--- src/rtl/mem_copy_dma_pkg.sv ---
// Shared bus command encodings and fixed I/O addresses for CPU, DMA and top level.
// Latency: n/a (constants only).
// Backpressure: n/a.
package mem_copy_dma_pkg;

    // Bus command encodings driven on mem_cmd
    localparam logic [1:0] MNONE  = 2'b00;
    localparam logic [1:0] MREAD  = 2'b01;
    localparam logic [1:0] MWRITE = 2'b10;

    // Memory-mapped I/O ports (bit 8 of the address selects I/O space)
    localparam logic [8:0] LED_ADDR = 9'h100;
    localparam logic [8:0] SW_ADDR  = 9'h140;

    // True when an address falls in I/O space
    function automatic logic is_io(input logic [8:0] addr);
        return addr[8];
    endfunction

endpackage

--- src/rtl/mem_copy_dma_rle.sv ---
// Load-enable holding register with asynchronous active-low clear.
// Latency: q_o updates one clock after en_i=1.
// Backpressure: none; holds its value while en_i=0.
module mem_copy_dma_rle #(
    parameter int W = 16
) (
    input  logic         clk_i,
    input  logic         reset_ni,
    input  logic         en_i,
    input  logic [W-1:0] d_i,
    output logic [W-1:0] q_o
);

    logic [W-1:0] q_q;

    // Capture d_i only on enabled cycles; clear on reset
    always_ff @(posedge clk_i or negedge reset_ni) begin
        if (!reset_ni) begin
            q_q <= '0;
        end else if (en_i) begin
            q_q <= d_i;
        end
    end

    assign q_o = q_q;

endmodule

--- src/rtl/mem_copy_dma.sv ---
// Bus initiator copying len 16-bit words from src_addr to dst_addr, ascending, one word at a time.
// Latency: 1 request cycle + 3 cycles per word + 1 finish cycle with a continuous grant; len=0 finishes next cycle.
// Backpressure: waits in REQ while bus_grant=0; grant is re-checked only between words.
module mem_copy_dma
    import mem_copy_dma_pkg::*;
#(
    parameter int ADDR_W = 9,
    parameter int DATA_W = 16,
    parameter int LEN_W  = 8
) (
    input  logic              clk,
    input  logic              reset_n,
    input  logic              start,
    input  logic [ADDR_W-1:0] src_addr,
    input  logic [ADDR_W-1:0] dst_addr,
    input  logic [LEN_W-1:0]  len,
    output logic              bus_req,
    input  logic              bus_grant,
    output logic [1:0]        mem_cmd,
    output logic [ADDR_W-1:0] mem_addr,
    output logic [DATA_W-1:0] write_data,
    input  logic [DATA_W-1:0] read_data,
    output logic              busy,
    output logic              done
);

    typedef enum logic [2:0] {
        S_IDLE = 3'd0,
        S_REQ  = 3'd1,
        S_RD_A = 3'd2,
        S_RD_D = 3'd3,
        S_WR   = 3'd4,
        S_FIN  = 3'd5
    } state_t;

    state_t            state_q;
    logic [ADDR_W-1:0] sa_q;
    logic [ADDR_W-1:0] da_q;
    logic [LEN_W-1:0]  cnt_q;
    logic              bus_req_q;
    logic              busy_q;
    logic              done_q;

    logic              buf_en;
    logic [DATA_W-1:0] buf_dat;

    // Read data is valid during RD_D (RAM answers one clock after the address)
    assign buf_en = (state_q == S_RD_D);

    mem_copy_dma_rle #(
        .W (DATA_W)
    ) u_buf (
        .clk_i    (clk),
        .reset_ni (reset_n),
        .en_i     (buf_en),
        .d_i      (read_data),
        .q_o      (buf_dat)
    );

    // Transfer sequencer: operand latching, word loop, grant handling and registered status outputs
    always_ff @(posedge clk or negedge reset_n) begin
        if (!reset_n) begin
            state_q   <= S_IDLE;
            sa_q      <= '0;
            da_q      <= '0;
            cnt_q     <= '0;
            bus_req_q <= 1'b0;
            busy_q    <= 1'b0;
            done_q    <= 1'b0;
        end else begin
            done_q <= 1'b0;
            unique case (state_q)
                S_IDLE: begin
                    if (start) begin
                        sa_q  <= src_addr;
                        da_q  <= dst_addr;
                        cnt_q <= len;
                        if (len == '0) begin
                            // Empty copy: skip the bus entirely and just signal completion
                            state_q <= S_FIN;
                            done_q  <= 1'b1;
                        end else begin
                            state_q   <= S_REQ;
                            busy_q    <= 1'b1;
                            bus_req_q <= 1'b1;
                        end
                    end
                end
                S_REQ: begin
                    if (bus_grant) begin
                        state_q <= S_RD_A;
                    end
                end
                S_RD_A: begin
                    state_q <= S_RD_D;
                end
                S_RD_D: begin
                    state_q <= S_WR;
                end
                S_WR: begin
                    sa_q  <= sa_q + ADDR_W'(1);
                    da_q  <= da_q + ADDR_W'(1);
                    cnt_q <= cnt_q - LEN_W'(1);
                    if (cnt_q == LEN_W'(1)) begin
                        state_q   <= S_FIN;
                        done_q    <= 1'b1;
                        busy_q    <= 1'b0;
                        bus_req_q <= 1'b0;
                    end else if (bus_grant) begin
                        state_q <= S_RD_A;
                    end else begin
                        // Lost the bus between words: keep requesting and wait for it back
                        state_q <= S_REQ;
                    end
                end
                S_FIN: begin
                    state_q <= S_IDLE;
                end
                default: begin
                    state_q <= S_IDLE;
                end
            endcase
        end
    end

    // Bus drive decoded from state; all-zero outside the word cycles so the top-level mux stays clean
    always_comb begin
        mem_cmd    = MNONE;
        mem_addr   = '0;
        write_data = '0;
        unique case (state_q)
            S_RD_A, S_RD_D: begin
                mem_cmd  = MREAD;
                mem_addr = sa_q;
            end
            S_WR: begin
                mem_cmd    = MWRITE;
                mem_addr   = da_q;
                write_data = buf_dat;
            end
            default: begin
                mem_cmd    = MNONE;
            end
        endcase
    end

    assign bus_req = bus_req_q;
    assign busy    = busy_q;
    assign done    = done_q;

endmodule

--- config.mk ---
export PLATFORM = sky130hd
export DESIGN_NAME = mem_copy_dma
export DESIGN_NICKNAME = d
export VERILOG_FILES = /design/src/rtl/mem_copy_dma_pkg.sv /design/src/rtl/mem_copy_dma_rle.sv /design/src/rtl/mem_copy_dma.sv
export SDC_FILE = /design/constraint.sdc
export NUM_CORES = 1
export LEC_CHECK = 0
export BUFFER_PORTS_ARGS = -buffer_cell sky130_fd_sc_hd__buf_4
export CORE_UTILIZATION = 45
export CTS_BUF_LIST = sky130_fd_sc_hd__clkbuf_4
export CTS_CLUSTER_DIAMETER = 60
export CTS_CLUSTER_SIZE = 20
export DETAILED_ROUTE_END_ITERATION = 6
export HOLD_SLACK_MARGIN = 0.08
export PLACE_DENSITY = 0.71
export SYNTH_ARGS = -nofsm -noshare
export SYNTH_HDL_FRONTEND = slang
export SYNTH_SLANG_ARGS = --single-unit
--- constraint.sdc ---
create_clock -name clk -period 3.6 [get_ports clk]
set_input_delay 0.72 -clock clk [delete_from_list [all_inputs] [get_ports clk]]
set_output_delay 0.72 -clock clk [all_outputs]
set_load 0.05 [all_outputs]
-- Word-level counts from Yosys, hierarchy flattened
Cells that the tools add are included.
- register bits: 47
- output and inout bits: 30
- $add $sub $neg: 3
- eq/ne operators: 9
- muxes and demuxes: 23
- reductions and logical operators: 7
- operators by type and width (cell ; count):
    case mux 9 bit (2 select lines) ; 3
    adder 9 x 1 -> 9 bit, second input constant ; 2
    two-way mux 9 bit ; 2
    two-way mux 16 bit ; 1
    case mux 8 bit (2 select lines) ; 1
    case mux 3 bit (5 select lines) ; 1
    two-way mux 3 bit ; 4
    == test 8 x 1 -> 1 bit, second input constant ; 1
    logical NOT 8 bit ; 1
    two-way mux 8 bit ; 1
    inequality test 2 bit, second input constant ; 4
    subtractor 8 x 1 -> 8 bit, second input constant ; 1
    == test 3 x 2 -> 1 bit, second input constant ; 2
    two-way mux 1 bit ; 6
    case mux 1 bit (2 select lines) ; 2
    case mux 2 bit (2 select lines) ; 1
    AND reduction 2 bit ; 2
    AND reduction 4 bit ; 1
    == test 3 x 1 -> 1 bit, second input constant ; 1
    == test 3 bit, second input constant ; 1
    logical NOT 3 bit ; 1
    two-way mux 2 bit ; 1
    nonzero test 2 bit ; 1
    OR reduction 2 bit ; 1

-- Longest topological paths before layout
Gate-level depths: netlist of the first run.
- depth after elaboration: 4
- gate-level depth with buffers: 7
- gate-level depth less buffers: 5

-- Cells and area by module
Synthesis of the first run repeated with hierarchy kept, for this count alone.
- cells, all modules: 257
- area, all modules: 2561.2 sq um
- by module, submodules not included (module ; times used ; cells an instance ; area each (sq um) ; sequential area each (sq um)):
    mem_copy_dma ; 1 ; 223 ; 1911.8 ; 775.7
    mem_copy_dma_rle ; 1 ; 34 ; 649.4 ; 400.4

-- Worst setup path after synthesis of the first run
No wires, ideal clock.
- path kind: flip-flop to output port
- start: reg state_q[0]
- end: out write_data[10]
- data arrival time: 2.050 ns
- data required time: 2.880 ns
- slack: 0.830 ns
- cell stages (with the launch flop): 6
- cell sequence: dfrtp_1 -> buf_2 -> or3b_4 -> clkinv_2 -> clkbuf_1 -> and2_1
- longest elaborated chain between the ends: 2
- ends and longest elaborated chain (what ; RTL line ; text):
    from (decl) ; mem_copy_dma.sv:36 ; state_t state_q;
    from (signal assigned) ; mem_copy_dma.sv:63 ; state_q <= S_IDLE;
    from (signal assigned) ; mem_copy_dma.sv:80 ; state_q <= S_FIN;
    from (signal assigned) ; mem_copy_dma.sv:83 ; state_q <= S_REQ;
    == test 3 bit ; mem_copy_dma.sv:131 ; unique case (state_q)
    two-way mux 16 bit ; mem_copy_dma.sv:131 ;
    to (decl) ; mem_copy_dma.sv:21 ; output logic [DATA_W-1:0] write_data,
Every way passes these cells.

-- Worst setup path in the final report of the first run
- start: reg state_q[2]
- end: out mem_addr[8]
- longest elaborated chain between the ends: 3
- elaborated cells on any way between the ends: 5
- ends and longest elaborated chain (what ; RTL line ; text):
    == test 3 x 2 -> 1 bit ; mem_copy_dma.sv:131 ;
    OR reduction 2 bit ; mem_copy_dma.sv:131 ;
    case mux 9 bit (2 select lines) * ; mem_copy_dma.sv:131 ;
    to (decl) ; mem_copy_dma.sv:20 ; output logic [ADDR_W-1:0] mem_addr,
Mark *: on every way between the ends. The rest lies on a longest branch, timed or not.

==> results.toml, run 1 <==
[detailed_routing]
drt_iter0_markers = 137
dr_wl_met2_mm = 2.90
met1_length_mm = 2.52
drc = 0
wl_per_cell_um = 14.7
topRoutingLayerUsed = "met4"
via_per_inst = 5.57
dr.pass1.iters = 4
met3_length_um = 305
routed_wirelength_mm = 5.79
ant_nets = 0
vias = 2189

[yosys]
ys_top_cells_by_area = "dfrtp_1 47%, mux2_2 7.2%, and2_1 4.0%, nor2_1 3.4%, a22o_1 3.1%"
syn-num-nets = 306
synth-edff-count = 0
synth_top_area_cell = "dfrtp_1"
synth_area_um2 = 2510
synth_seq_cells = 47
synth_top_area_share_pct = 46.9
async_flop_share_pct = 100
ys_types = 42
synth-main-ff-cell = "dfrtp_1"
syn_avg_cell_area_um2 = 9.80
ys_seq_area_share_pct = 46.9
syn_inst = 256
ys.warnings.count = 0

[sta]
worst_slew_pin_slew_ns = 0.965
fmax_mhz = 321
finalSetupViolations = 0
grt_setup_unrepaired = "no"
timing.final.crit_share_pct = 86.7
hold_violations = 0
finalSetupTns_ns = 0
clock_skew_ns = 0.00891
fin_ws_ns = 0.480
fin_crit_ns = 3.12
relSlewSlack_pct = 35.5
slew_viol_final = 0

[cts]
clk_pin_slew_ns = 0.13
root_buffer = "clkbuf_4"
numCtsBuffers = 5
ctsResizeCount = 0
hold_buffers = 0
post-cts-setup-buffers = 0
clk_latency_ns = 0.36
htreeDepth = 2
cts_buffer_depth = 2
numClockSinks = 47
cts_tree = "done"

[die]
die_w_um = 76.7
io_pins = 76
initial_core_util_pct = 47.9
dieHeight_um = 76.7
rows = 26
die_area_um2 = 5880
core_area_um2 = 5240

[pwr]
total_power_mw = 2.58
power_density_nw_per_um2 = 823
p_leak_nw = 1.40
ir_drop_uv = 412

[layout]
multi_input_area_um2 = 1230
syn_to_final_growth_pct = 24.7
mostFrequentLayoutCells = "75 x buf_4, 47 x dfrtp_1, 23 x nor2_1, 20 x nand2_1"
final_common_cell = "buf_4"
drive_gt1_share_pct = 32.5
diodes = 0
fillers = 479
nNetsFinal = 372
ff_latch_area_um2 = 1180

[setup_path]
worstReg2RegEnd = "u_buf.q_o[9]"
setup.worst_path.class = "flip-flop to primary output"
path_cells = "or3b_4 -> clkinv_2 -> a22o_1 -> buf_4"
reg2reg_depth = 3
path_max_fanout = 42
r2r_slack_ns = 1.27
r2r-start = "state_q[1]"
cp_slowest_stage_delay_ns = 0.50
cp.arrival_ns = 2.40
worst_path_max_delay_cell = "clkinv_2"
crit_path_start_kind = "flip-flop"
cp-end-kind = "primary output"
crit_required_ns = 2.88

[global_route]
grt_pass1_vias = 2146
grt_pass1_wl_mm = 9.76
grt_usage_pct = 20.9
overflow = 0
grt_max_degree = 48
antenna_found_initial = 0

[run]
maxCapViolCount = 0

[placed_design]
io_buffers = 75
pre_cts_slack_ns = 0.880
post-dp-hpwl_mm = 4.03
gp_congestion = 0.785

[run_status]
status = "finished, final reports clean"

[min_path]
hp-class = "primary input to asynchronous set/reset pin"
[cell type report]
type                       instances  share of cell area, %
inverter                           4                  0.520
multi-input combinational        189                   39.3
clock inverter                     3                  0.600
clock buffer                       5                   1.20
tap                               70                   2.80
sequential                        47                   37.6
timing repair buffer              75                   18.0
[how the worst max path moves through the flow]
stage,startpoint,end,slack [ns],cells after the start
3_3_place_gp,state_q[2],mem_addr[8],0.96,4
4_1_cts,state_q[2],mem_addr[8],0.46,4
6_report,state_q[2],mem_addr[8],0.48,4
5_1_grt,state_q[2],mem_addr[1],0.32,4
3_5_place_dp,state_q[2],mem_addr[8],0.88,4
2_1_floorplan,state_q[0],write_data[10],0.83,5
[registers in the layout, indices dropped and copies added (netlist names)]
| signal | count |
|---|---|
| u_buf.q_o | 16 |
| da_q | 9 |
| sa_q | 9 |
| cnt_q | 8 |
| state_q | 3 |
| busy | 1 |
| done | 1 |
[stage by stage]
step	cell area (µm²)	cells	utilization [%]	hold slack (ns)
floorplan	2510	256	-	0.424
CTS	3130	393	59.8	0.355
global route	3130	393	59.8	0.363
global placement	3070	385	58.7	0.478
detailed placement	3070	385	58.7	0.486
finish	3130	393	59.8	0.328
[metal layers]
layer	vias to the layer above	track usage, %
met5	-	0
met4	0	5.77
met3	8	5.24
met2	63	36.1
met1	1045	25.7
li1	1073	-
[logic make-up (layout without fill, tap and decap cells)]
kind of cell	Yosys count	in the layout	synth area share, %
compound gates	59	59	16.3
buf+inv	20	87	4.09
fa+ha+maj	4	4	1.99
flops	47	47	46.9
simple gates	109	109	23.2
mux	17	17	7.58
[cell usage after synthesis (4+ instances only)]
library cell	n
dfrtp_1	47
nor2_1	23
nand2_1	20
and2_1	16
mux2_2	16
nand3_1	14
a21oi_1	10
o21ai_0	10
a22o_1	9
a211oi_1	8
nor3_1	7
buf_2	6
clkbuf_1	6
o211ai_1	6
and3_1	5
nand4_1	5
a22oi_1	4
ha_1	4
nor4_1	4
[worst max-delay path: cells and delay by family, from the launching register on]
kind	cells	cell delay, ns
buf+inv	2	0.69
compound gates	1	0.41
simple gates	1	0.44
flops	1	0.48
[power by group]
group          leakage [nW]  internal (mW)  switching, mW
Sequential            0.547          0.779          0.263
Combinational         0.820          0.515          0.770
Clock                0.0354         0.0767          0.173
No activity file was read; power rests on OpenSTA's default activity.
==> inputs of run 2 (changes only) <==
ABC_AREA = 1   (was default)
PLACE_DENSITY = 0.7   (was 0.71)
==> results.toml, run 2 <==
[yosys]
ys.warnings.count = 0
synth_most_common_cell = "nand2_1"
syn_avg_cell_area_um2 = 6.66
synth_top_area_share_pct = 41.3
synth_seq_cells = 47
synth_area_um2 = 2850
ys_top_cells_by_area = "dfrtp_1 41%, nand2_1 14%, nor2_1 11%, inv_1 7.5%, nand3_1 5.8%"
yosys-top-cells-count = "110 x nand2_1, 87 x nor2_1, 57 x inv_1, 47 x dfrtp_1, 33 x nand3_1"
ys_seq_area_share_pct = 41.3
ys_types = 26
synth-main-ff-cell = "dfrtp_1"
syn-num-nets = 478
synth-edff-count = 0
synth_top_area_cell = "dfrtp_1"
syn_inst = 428
async_flop_share_pct = 100

[setup_path]
crit_path_start_kind = "flip-flop"
worst_path_max_delay_cell = "dfrtp_1"
path_cells = "inv_1 -> nand2_1 -> nor2_2 -> a22o_1 -> buf_4"
setup.worst_path.class = "flip-flop to primary output"
crit_required_ns = 2.88
cp.arrival_ns = 1.86
cp-end-kind = "primary output"
cp_slowest_stage_delay_ns = 0.49
path_max_fanout = 13

[die]
die_area_um2 = 6660
io_pins = 76
initial_core_util_pct = 47.3
core_area_um2 = 6030
die_w_um = 81.6
dieHeight_um = 81.6
rows = 28

[detailed_routing]
dr.pass1.iters = 4
drc = 0
via_per_inst = 4.99
met1_length_mm = 3.12
wl_per_cell_um = 12.2
topRoutingLayerUsed = "met4"
drt_iter0_markers = 137
vias = 2872
routed_wirelength_mm = 6.99
ant_nets = 0
met3_length_um = 551
dr_wl_met2_mm = 3.17

[sta]
finalSetupViolations = 0
clock_skew_ns = 0.00727
grt_setup_unrepaired = "no"
fin_crit_ns = 2.58
timing.final.crit_share_pct = 71.6
relSlewSlack_pct = 29.0
worst_slew_pin_slew_ns = 1.06
worst_hold_slack_ns = 0.346
fmax_mhz = 388
hold_violations = 0
slew_viol_final = 0
finalSetupTns_ns = 0

[layout]
largest_register_ffs = 16
mostFrequentLayoutCells = "110 x nand2_1, 86 x nor2_1, 79 x buf_4, 57 x inv_1, 47 x dfrtp_1"
diodes = 0
nNetsFinal = 549
drive_gt1_share_pct = 18.8
syn_to_final_growth_pct = 24.0
final_common_cell = "nand2_1"

[pwr]
power_frac_seq_pct = 35.3
p_sw_mw = 1.36
intPower_mw = 1.39
power_frac_comb_pct = 53.5
power_density_nw_per_um2 = 779
pwr-share-clk_pct = 11.2
p_sw_share_pct = 49.6
p_leak_nw = 1.93
ir_drop_uv = 414

[global_route]
grt_max_degree = 48
grt_usage_pct = 22.8
overflow = 0
grt_pass1_wl_mm = 11.6
antenna_found_initial = 0
grt_pass1_vias = 2552

[run]
maxCapViolCount = 0

[cts]
hold_buffers = 0
post-cts-setup-buffers = 0
numClockSinks = 47
ctsResizeCount = 0
cts_buffer_depth = 2
clk_pin_slew_ns = 0.13
root_buffer = "clkbuf_4"
clk_latency_ns = 0.36
numCtsBuffers = 5
cts_tree = "done"
htreeDepth = 2

[placed_design]
gp_congestion = 0.841
post-dp-hpwl_mm = 5.16
io_buffers = 75

[min_path]
hp-class = "primary input to asynchronous set/reset pin"

[run_status]
status = "finished, final reports clean"
==> run 2: cell count changes in the layout (fill, tap and decap cells not counted), moves of 8 or more <==
cell | previous run | this run
o21ai_0 | 10 | 23
nand3_1 | 14 | 33
mux2_2 | 16 | 0
and2_1 | 16 | 0
nor2_1 | 23 | 86
nand2_1 | 20 | 110
inv_1 | 3 | 57
a21oi_1 | 10 | 24
a22o_1 | 9 | 1
a211oi_1 | 8 | 0
==> run 2: cells by family (layout without fill, tap and decap cells) <==
group / after synthesis / count (layout) / synth area share, %
AND/OR/NAND/NOR: 242 / 242 / 34.4
flip-flops: 47 / 47 / 41.3
XOR/XNOR: 2 / 2 / 0.615
buffers and inverters: 73 / 145 / 10.5
AO/OA/AOI/OAI: 60 / 60 / 11.4
adder cells (fa/ha/maj): 4 / 4 / 1.76
==> run 2: critical path: cells and delay by family, from the launching register on <==
family          cells  cell delay (ns)
buf+inv             2             0.31
compound gates      1             0.22
simple gates        2             0.48
flops               1             0.49
==> run 2: routing by layer <==
layer	vias to the layer above	GRT usage (%)
met5	-	0
met4	0	7.37
met3	12	5.33
met2	101	36.3
met1	1278	30.6
li1	1481	-
==> run 2: path summary, 6_finish.rpt <==
check | cells after the start | endpoint | slack (ns) | from
max | 5 | mem_addr[1] | 1.02 | state_q[0]
min | 1 | u_buf.q_o[15] | 0.35 | reset_n
max reg2reg | 4 | u_buf.q_o[7] | 1.72 | state_q[2]
min reg2reg | 2 | u_buf.q_o[14] | 0.52 | u_buf.q_o[14]
max in group asynchronous | 1 | state_q[1] | 2.86 | reset_n
min in group clk | 2 | u_buf.q_o[14] | 0.52 | u_buf.q_o[14]
==> run 2: metrics by stage <==
| stage | total power [mW] | std cells | instance area [µm²] | setup WS [ns] | util [%] |
|---|---|---|---|---|---|
| floorplan | 2.05 | 428 | 2850 | 0.567 | - |
| CTS | 2.78 | 575 | 3530 | 1.01 | 58.6 |
| detailed placement | 2.46 | 567 | 3460 | 1.44 | 57.4 |
| global route | 3.01 | 575 | 3530 | 0.889 | 58.6 |
| finish | 2.75 | 575 | 3530 | 1.02 | 58.6 |
| global placement | 2.42 | 567 | 3460 | 1.46 | 57.4 |
==> run 2: area by class of cell <==
cell class,instances,area (µm²)
tap,75,93.8
clock buffer,5,37.5
sequential,47,1180
multi-input combinational,308,1380
clock inverter,3,38.8
timing repair buffer,79,593
fill,583,2490
inverter,58,218
==> run 2: power by group through the flow <==
stage	Clock [mW]	Sequential, mW	Combinational [mW]
finish	0.308	0.973	1.47
global route	0.343	1.01	1.66
CTS	0.326	0.969	1.49
detailed placement	0	0.981	1.48
global placement	0	0.974	1.44
floorplan	0	0.937	1.11
==> inputs of run 3 (changes only) <==
ABC_AREA = 0   (was 1)
PLACE_DENSITY = 0.74   (was 0.7)
clock period = 2.1 ns   (was 3.6 ns; I/O delays follow)
==> results.toml, run 3 (synthesis results as in run 1) <==
[run_status]
status = "finished, violations left"
violations = "negative setup slack"

[setup_path]
setup.worst_path.class = "flip-flop to primary output"
r2r-start = "state_q[0]"
crit_path_start_kind = "flip-flop"
cp_slowest_stage_delay_ns = 0.50
cp-startpoint = "state_q[0]"
r2r_slack_ns = 0.18
worst_path_max_delay_cell = "or3b_4"
crit_required_ns = 1.68
cp.arrival_ns = 1.69
cp-end-kind = "primary output"
reg2reg_depth = 7
worstReg2RegEnd = "cnt_q[4]"
path_cells = "or3b_4 -> clkinv_8 -> a22o_1 -> buf_6"
path_max_fanout = 8

[global_route]
grt_max_degree = 48
overflow = 0
grt_pass1_wl_mm = 10.5
grt_usage_pct = 22.3
grt_pass1_vias = 2244
antenna_found_initial = 0

[die]
die_w_um = 76.7
die_area_um2 = 5880
core_area_um2 = 5240
io_pins = 76
initial_core_util_pct = 47.9
rows = 26
dieHeight_um = 76.7

[placed_design]
post-dp-hpwl_mm = 4.24
dpl.cell_count = 397
placed_area_um2 = 3170
io_buffers = 75
gp_congestion = 0.896
pre_cts_slack_ns = 0.174

[pwr]
ir_drop_uv = 667
power_density_nw_per_um2 = 1380
total_power_mw = 4.78
p_leak_nw = 1.54

[detailed_routing]
vias = 2308
ant_nets = 0
drt_iter0_markers = 114
via_per_inst = 5.64
dr.pass1.iters = 4
wl_per_cell_um = 15.1
drc = 0
routed_wirelength_mm = 6.18

[layout]
fin_area_um2 = 3450
largest_register_ffs = 16
diodes = 0
layout.cells.non_filler = 409
drive_gt1_share_pct = 40.1
syn_to_final_growth_pct = 37.4
mostFrequentLayoutCells = "63 x buf_4, 47 x dfrtp_1, 23 x nor2_1, 20 x nand2_1, 16 x mux2_2"
final_common_cell = "buf_4"
nNetsFinal = 388

[min_path]
hp-start = "src_addr[6]"
worstHoldPathCells = 3
hp-class = "primary input to flip-flop"
whs_endpoint = "sa_q[6]"

[sta]
fmax_mhz = 474
hold_violations = 0
grt_setup_unrepaired = "yes"
relSlewSlack_pct = 60.9
worst_slew_pin_slew_ns = 0.586
clock_skew_ns = 0.0157
fin_crit_ns = 2.11
slew_viol_final = 0
finalSetupViolations = 3
timing.final.crit_share_pct = 100
fin_ws_ns = -0.00853

[cts]
root_buffer = "clkbuf_4"
numClockSinks = 47
cts_tree = "done"
clk_latency_ns = 0.36
clk_pin_slew_ns = 0.14
cts_buffer_depth = 2
htreeDepth = 2
numCtsBuffers = 5

[run]
maxCapViolCount = 0
run 3: changes by cell type in the layout (fill, tap and decap cells not counted), moves of 13 or more:
cell / previous run / this run
nand2_1: 110 / 20
nor2_1: 86 / 23
inv_1: 57 / 3
nand3_1: 33 / 14
buf_4: 79 / 63
mux2_2: 0 / 16
a21oi_1: 24 / 10
buf_6: 0 / 13
o21ai_0: 23 / 10
run 3: worst max-delay path, delay by kind of cell (launching register included):
family,cells,cell delay (ns)
compound gates,1,0.17
flops,1,0.40
simple gates,1,0.50
buf+inv,2,0.27
run 3: repair_timing:
item / in CTS / in global routing
hold endpoints to repair: 38 / 0
buffers inserted: 1 / 0
gates resized for setup: 34 / 18
pin swaps: 13 / 1
setup endpoints to repair: 26 / 25
hold buffers: 1 / 0
cloned: 2 / 0
run 3: power by group:
group | switching [mW] | total [mW] | leakage [nW] | internal [mW]
Sequential | 0.420 | 1.76 | 0.547 | 1.34
Clock | 0.282 | 0.439 | 0.0361 | 0.157
Combinational | 1.45 | 2.58 | 0.959 | 1.13
run 3: cell type report:
type / count / area [µm²]
Timing Repair inverter: 2 / 25.0
Clock buffer: 7 / 52.6
Multi-Input combinational cell: 189 / 1270
Inverter: 4 / 27.5
Tap cell: 70 / 87.6
Timing Repair Buffer: 89 / 810
Fill cell: 438 / 1790
Sequential cell: 47 / 1180
Clock inverter: 1 / 5.00
run 3: how the worst max path moves through the flow:
stage	slack [ns]	to
after floorplan	-0.07	write_data[10]
after global placement	0.21	mem_addr[8]
after detailed placement	0.17	cnt_q[4]
after CTS	-0.03	mem_addr[2]
after global routing	-0.07	mem_addr[7]
final	-0.009	mem_addr[2]
run 3: layer usage:
metal / track usage (%) / up-vias / part of all wire, %
li1: - / 1114 / -
met1: 30.8 / 1127 / 44
met2: 36.8 / 67 / 51
met3: 4.64 / 0 / 4.8
met4: 2.88 / 0 / 0
met5: 0 / - / 0
run 3: per-stage QoR:
step | utilization [%] | hold slack [ns] | setup TNS [ns]
after floorplan | - | 0.124 | -0.0736
after global routing | 65.9 | 0.240 | -0.997
after CTS | 64.8 | 0.248 | -0.229
after detailed placement | 60.6 | 0.472 | 0
final | 65.9 | 0.254 | -0.0193
after global placement | 60.6 | 0.466 | 0
